===== config.mk =====
export PLATFORM = sky130hd
export DESIGN_NAME = plazer_master_0_timing_fifo_adt
export DESIGN_NICKNAME = d
export VERILOG_FILES = /design/src/rtl/plazer_timing_adt_pkg.sv /design/src/rtl/plazer_timing_adt_ptr.sv /design/src/rtl/plazer_master_0_timing_fifo_adt.sv
export SDC_FILE = /design/constraint.sdc
export NUM_CORES = 1
export LEC_CHECK = 0
export ABC_AREA = 1
export CORE_ASPECT_RATIO = 1.2
export CORE_UTILIZATION = 24
export DETAILED_ROUTE_END_ITERATION = 12
export PLACE_DENSITY_LB_ADDON = 0.08
export SYNTH_ARGS = -nofsm -noshare
export SYNTH_HDL_FRONTEND = slang
export SYNTH_HIERARCHICAL = 1
export SYNTH_SLANG_ARGS = --single-unit

===== constraint.sdc =====
create_clock -name clk -period 1.91 [get_ports clk]
set_input_delay 0.382 -clock clk [delete_from_list [all_inputs] [get_ports clk]]
set_output_delay 0.382 -clock clk [all_outputs]
set_load 0.02 [all_outputs]

===== src/rtl/plazer_timing_adt_pkg.sv =====
// Shared defaults for the plazer timing FIFO: payload width, depth and the
// dropped-beat counter width used when PLAZER_TIMING_ADT_OVF_CNT_EN is defined.
package plazer_timing_adt_pkg;

  localparam int unsigned DATA_W_DEF = 8;
  localparam int unsigned DEPTH_DEF  = 4;
  localparam int unsigned OVF_CNT_W  = 16;

  typedef logic [OVF_CNT_W-1:0] ovf_cnt_t;

endpackage


===== src/rtl/plazer_timing_adt_ptr.sv =====
// Write/read pointer pair for the timing FIFO; pointers carry one extra wrap
// bit so full and empty are distinguishable and level is a plain subtraction.
module plazer_timing_adt_ptr
  import plazer_timing_adt_pkg::*;
#(
  parameter  int unsigned DEPTH = DEPTH_DEF,
  localparam int unsigned AW    = $clog2(DEPTH)
) (
  input  logic          clk,
  input  logic          reset,
  input  logic          i_wr_req,
  input  logic          i_rd_req,
  output logic          o_wr_en,
  output logic          o_rd_en,
  output logic          o_drop,
  output logic          o_empty,
  output logic [AW-1:0] o_waddr,
  output logic [AW-1:0] o_raddr,
  output logic [AW:0]   o_level
);

  logic [AW:0] r_wptr;
  logic [AW:0] r_rptr;
  logic        w_full;

  always_comb begin
    o_empty = (r_wptr == r_rptr);
    w_full  = (r_wptr[AW-1:0] == r_rptr[AW-1:0]) && (r_wptr[AW] != r_rptr[AW]);
    o_rd_en = i_rd_req && !o_empty;
    // A read in the same cycle frees the slot, so a full buffer still accepts.
    o_wr_en = i_wr_req && (!w_full || o_rd_en);
    o_drop  = i_wr_req && w_full && !o_rd_en;
    o_waddr = r_wptr[AW-1:0];
    o_raddr = r_rptr[AW-1:0];
    o_level = r_wptr - r_rptr;
  end

  always_ff @(posedge clk or posedge reset) begin
    if (reset) begin
      r_wptr <= '0;
      r_rptr <= '0;
    end else begin
      if (o_wr_en) r_wptr <= r_wptr + 1'b1;
      if (o_rd_en) r_rptr <= r_rptr + 1'b1;
    end
  end

endmodule


===== src/rtl/plazer_master_0_timing_fifo_adt.sv =====
// Non-backpressurable ingress FIFO with sticky overflow flag. Defining
// PLAZER_TIMING_ADT_OVF_CNT_EN adds a saturating dropped-beat counter output.
module plazer_master_0_timing_fifo_adt
  import plazer_timing_adt_pkg::*;
#(
  parameter  int unsigned DATA_W = DATA_W_DEF,
  parameter  int unsigned DEPTH  = DEPTH_DEF,
  localparam int unsigned AW     = $clog2(DEPTH)
) (
  input  logic              clk,
  input  logic              reset,
  input  logic              in_valid,
  input  logic [DATA_W-1:0] in_data,
  output logic              out_valid,
  output logic [DATA_W-1:0] out_data,
  input  logic              out_ready,
  output logic              overflow,
  output logic [AW:0]       level
`ifdef PLAZER_TIMING_ADT_OVF_CNT_EN
  ,
  output logic [OVF_CNT_W-1:0] ovf_count
`endif
);

  logic              w_wr_en;
  logic              w_rd_en;
  logic              w_drop;
  logic              w_empty;
  logic [AW-1:0]     w_waddr;
  logic [AW-1:0]     w_raddr;
  logic [DATA_W-1:0] r_mem [DEPTH];
  logic              r_overflow;

  plazer_timing_adt_ptr #(
    .DEPTH (DEPTH)
  ) u_ptr (
    .clk      (clk),
    .reset    (reset),
    .i_wr_req (in_valid),
    .i_rd_req (out_ready),
    .o_wr_en  (w_wr_en),
    .o_rd_en  (w_rd_en),
    .o_drop   (w_drop),
    .o_empty  (w_empty),
    .o_waddr  (w_waddr),
    .o_raddr  (w_raddr),
    .o_level  (level)
  );

  // Storage is deliberately not reset; pointers alone define valid contents.
  always_ff @(posedge clk) begin
    if (w_wr_en) r_mem[w_waddr] <= in_data;
  end

  always_ff @(posedge clk or posedge reset) begin
    if (reset)       r_overflow <= 1'b0;
    else if (w_drop) r_overflow <= 1'b1;
  end

  always_comb begin
    out_valid = !w_empty;
    out_data  = r_mem[w_raddr];
    overflow  = r_overflow;
  end

`ifdef PLAZER_TIMING_ADT_OVF_CNT_EN
  ovf_cnt_t r_ovf_count;

  always_ff @(posedge clk or posedge reset) begin
    if (reset)                         r_ovf_count <= '0;
    else if (w_drop && r_ovf_count != '1) r_ovf_count <= r_ovf_count + 1'b1;
  end

  assign ovf_count = r_ovf_count;
`endif

`ifndef SYNTHESIS
  always_ff @(posedge clk) begin
    if (!reset && w_drop) $display("%m: beat 0x%0h dropped at %0t", in_data, $time);
  end
`endif

  logic w_unused;
  assign w_unused = w_rd_en;

endmodule


==> key figures, run 1 <==
Route
  • Drt first pass iters: 3
  • Starting DRT DRC Count: 21
  • Wirelength per Cell: between 10 and 15 um
  • Highest routed layer: met4
  • Final wirelength: approximately 3800 um
  • DRC viols: 0
  • Number of vias per cell: 3.84
  • Via count: around 1.3k
  • Wl on met1: 1640 um
  • Met2 Routed Length: ~2000 um
  • Routed Antenna Nets: 0
  • Routed wl met3: 108 um

Global routing
  • Gr usage total: 0.0962
  • Number of global-route vias before repair: about 1.2k
  • Initial antenna violation count: 0
  • Overflow after GRT: 0
  • Largest net degree at the start of global routing: 21
  • First-pass GRT wire length: 6000 um

Min path
  • Hold crit path type: in2async

Floorplan
  • Initial Utilization: 0.247
  • Chip height: 99.2 um
  • Die W: roughly 83 um
  • Row cnt: 35
  • Die area: approximately 8000 um^2
  • I/O pin cnt: 25
  • CORE AREA: approximately 7700 um^2

Timing
  • Final worst slack: -38.1 ps
  • Final Slew Violations: 0
  • Hold violation count in the final report: 0
  • Slew @ Worst Pin: roughly 280 ps
  • Slew margin rel.: 0.812
  • Final Cycle Share: 1.02
  • Post-layout min period: slightly below 2000 ps
  • Fmax achieved: 513 MHz
  • Clock skew: 4.51 ps
  • RSZ-0062 raised after global routing: yes
  • Final setup fails: 1

Clocking
  • Clock Pin Slew Worst Setup and Hold Paths: approximately 70 ps
  • Depth of the CTS H-tree: 2
  • TritonCTS clock tree: built
  • Clk buf depth: 2
  • CTS Sinks: 39
  • Clk_lat worst skew: around 280 ps
  • TritonCTS Buffers: 5
  • Root Buffer: clkbuf_8

Worst setup path
  • R2R Path Start: u_ptr/r_rptr[1]
  • Reg2Reg Setup Slack: 80 ps
  • RR Endpoint: r_mem[2][3]
  • Reg2Reg Depth: 11
  • Critical Path AT: around 1600 ps
  • Crit. End Element: output pin
  • Path type of the worst setup path: reg2out
  • Startpoint Class: flip-flop
  • Crit path required time: 1530 ps
  • Peak fanout along the critical path: 2

Pwr
  • Design Power: around 4000 uW
  • Leakage: between 0.001 and 0.0015 uW
  • Power per standard cell area: approximately 1600 nW/um^2
  • Max IR drop VDD: around 1.5 mV

Logic synthesis
  • Mapped cell area: ~1900 um^2
  • Mapped Nets: 212
  • YS warnings: 6
  • Syn Area/Cell: around 9.7 um^2
  • Cells after Synth: slightly below 200

Outcome
  • Status: finished, violations left
  • Failing checks: setup timing

Cells and area
  • Nets: between 200 and 300
  • Layout overhead on the synthesized area: 30.4%
  • Layout cells sized above 1: 0.214
  • Antenna Cells: 0
  • Fin area: 2460 um^2

Placement
  • Final GP Congestion: 0.696
  • Buffers on Ports: 24
  • DP Area: roughly 2300 um^2
  • DP HPWL: 2600 um

Job
  • Max-cap viol count: 0
-- final cells by class --
| class | count | area, um^2 |
|---|---|---|
| Clock buffer | 7 | 76.3 |
| Clock inverter | 1 | 5.00 |
| Fill cell | 807 | 5200 |
| Inverter | 51 | 201 |
| Multi-Input combinational cell | 97 | 546 |
| Sequential cell | 39 | 1140 |
| Tap cell | 92 | 115 |
| Timing Repair Buffer | 43 | 384 |
-- cell usage in the layout, fill, tap and decap left out --
cell,count
ha_4,1
clkbuf_2,3
edfxtp_1,32
buf_8,1
fa_2,1
nor3_2,3
inv_4,1
clkbuf_1,2
dfrtp_1,7
inv_1,46
nand3_1,21
clkinv_2,1
nand2_1,54
buf_4,16
nand2_2,3
dlygate4sd2_1,3
nand3_2,1
inv_8,1
clkdlybuf4s15_2,1
nor2_1,1
or2_2,1
clkdlybuf4s15_1,2
buf_6,5
nand3b_1,1
clkdlybuf4s50_1,12
nor3_4,1
inv_2,3
clkbuf_8,5
nor2_4,1
nand2_4,2
ha_1,3
xor2_1,3
-- what timing repair did --
| item | CTS | global route |
|---|---|---|
| endpoints found under the setup margin | 12 | 43 |
| endpoints found under the hold margin | 0 | 0 |
| hold buffers | 0 | 0 |
| setup buffers | 0 | 0 |
| pin swaps | 0 | 5 |
| resized for setup | 32 | 27 |
-- stage by stage --
| step | worst slack [ps] | utilization | hold WS (ps) | setup TNS (ps) | cells |
|---|---|---|---|---|---|
| 6_report | -38.1 | 0.321 | 252 | -38.1 | 330 |
| 5_1_grt | -84.8 | 0.321 | 267 | -599 | 330 |
| 4_1_cts | -75.3 | 0.313 | 240 | -130 | 330 |
| 3_5_place_dp | -207 | 0.303 | 458 | -909 | 322 |
| 3_3_place_gp | -196 | 0.303 | 459 | -776 | 322 |
| 2_1_floorplan | -164 | - | 111 | -5250 | 195 |
-- flip-flops by register name, indices dropped and copies added (netlist names) --
| register | count |
|---|---|
| u_ptr/r_rptr | 3 |
| u_ptr/r_wptr | 3 |
| r_mem | 32 |
| overflow | 1 |
-- routing by layer --
layer,vias to the layer above,track usage
li1,675,-
met1,566,0.102
met2,21,0.187
met3,4,0.0232
met4,0,0.0279
met5,-,0
-- worst max path at each step --
stage,depth (start not counted),end,slack (ps),start
after floorplan,9,r_mem[3][0],-160,u_ptr/r_wptr[0]
after global routing,6,out_data[4],-80,u_ptr/r_rptr[0]
final,4,level[1],-40,u_ptr/r_rptr[0]
after global placement,5,level[2],-200,u_ptr/r_wptr[0]
after detailed placement,5,level[2],-210,u_ptr/r_wptr[0]
after CTS,5,level[2],-80,u_ptr/r_wptr[0]
-- where the power goes --
part,switching [uW],internal [uW]
clock,276,256
combinational,1270,936
sequential,94.5,1140
-- worst max-delay path, cell delays in order (launching register included) --
cell     delay, ps
dfrtp_1        430
ha_4           180
fa_2           520
inv_1           50
buf_6          120
Power figures use the tool's default switching activity.
==> inputs of run 2 (changes only) <==
CAP_MARGIN = 20   (was unset)
==> results of run 2 <==
Final layout, timing and power as in run 1 (identical DEF).
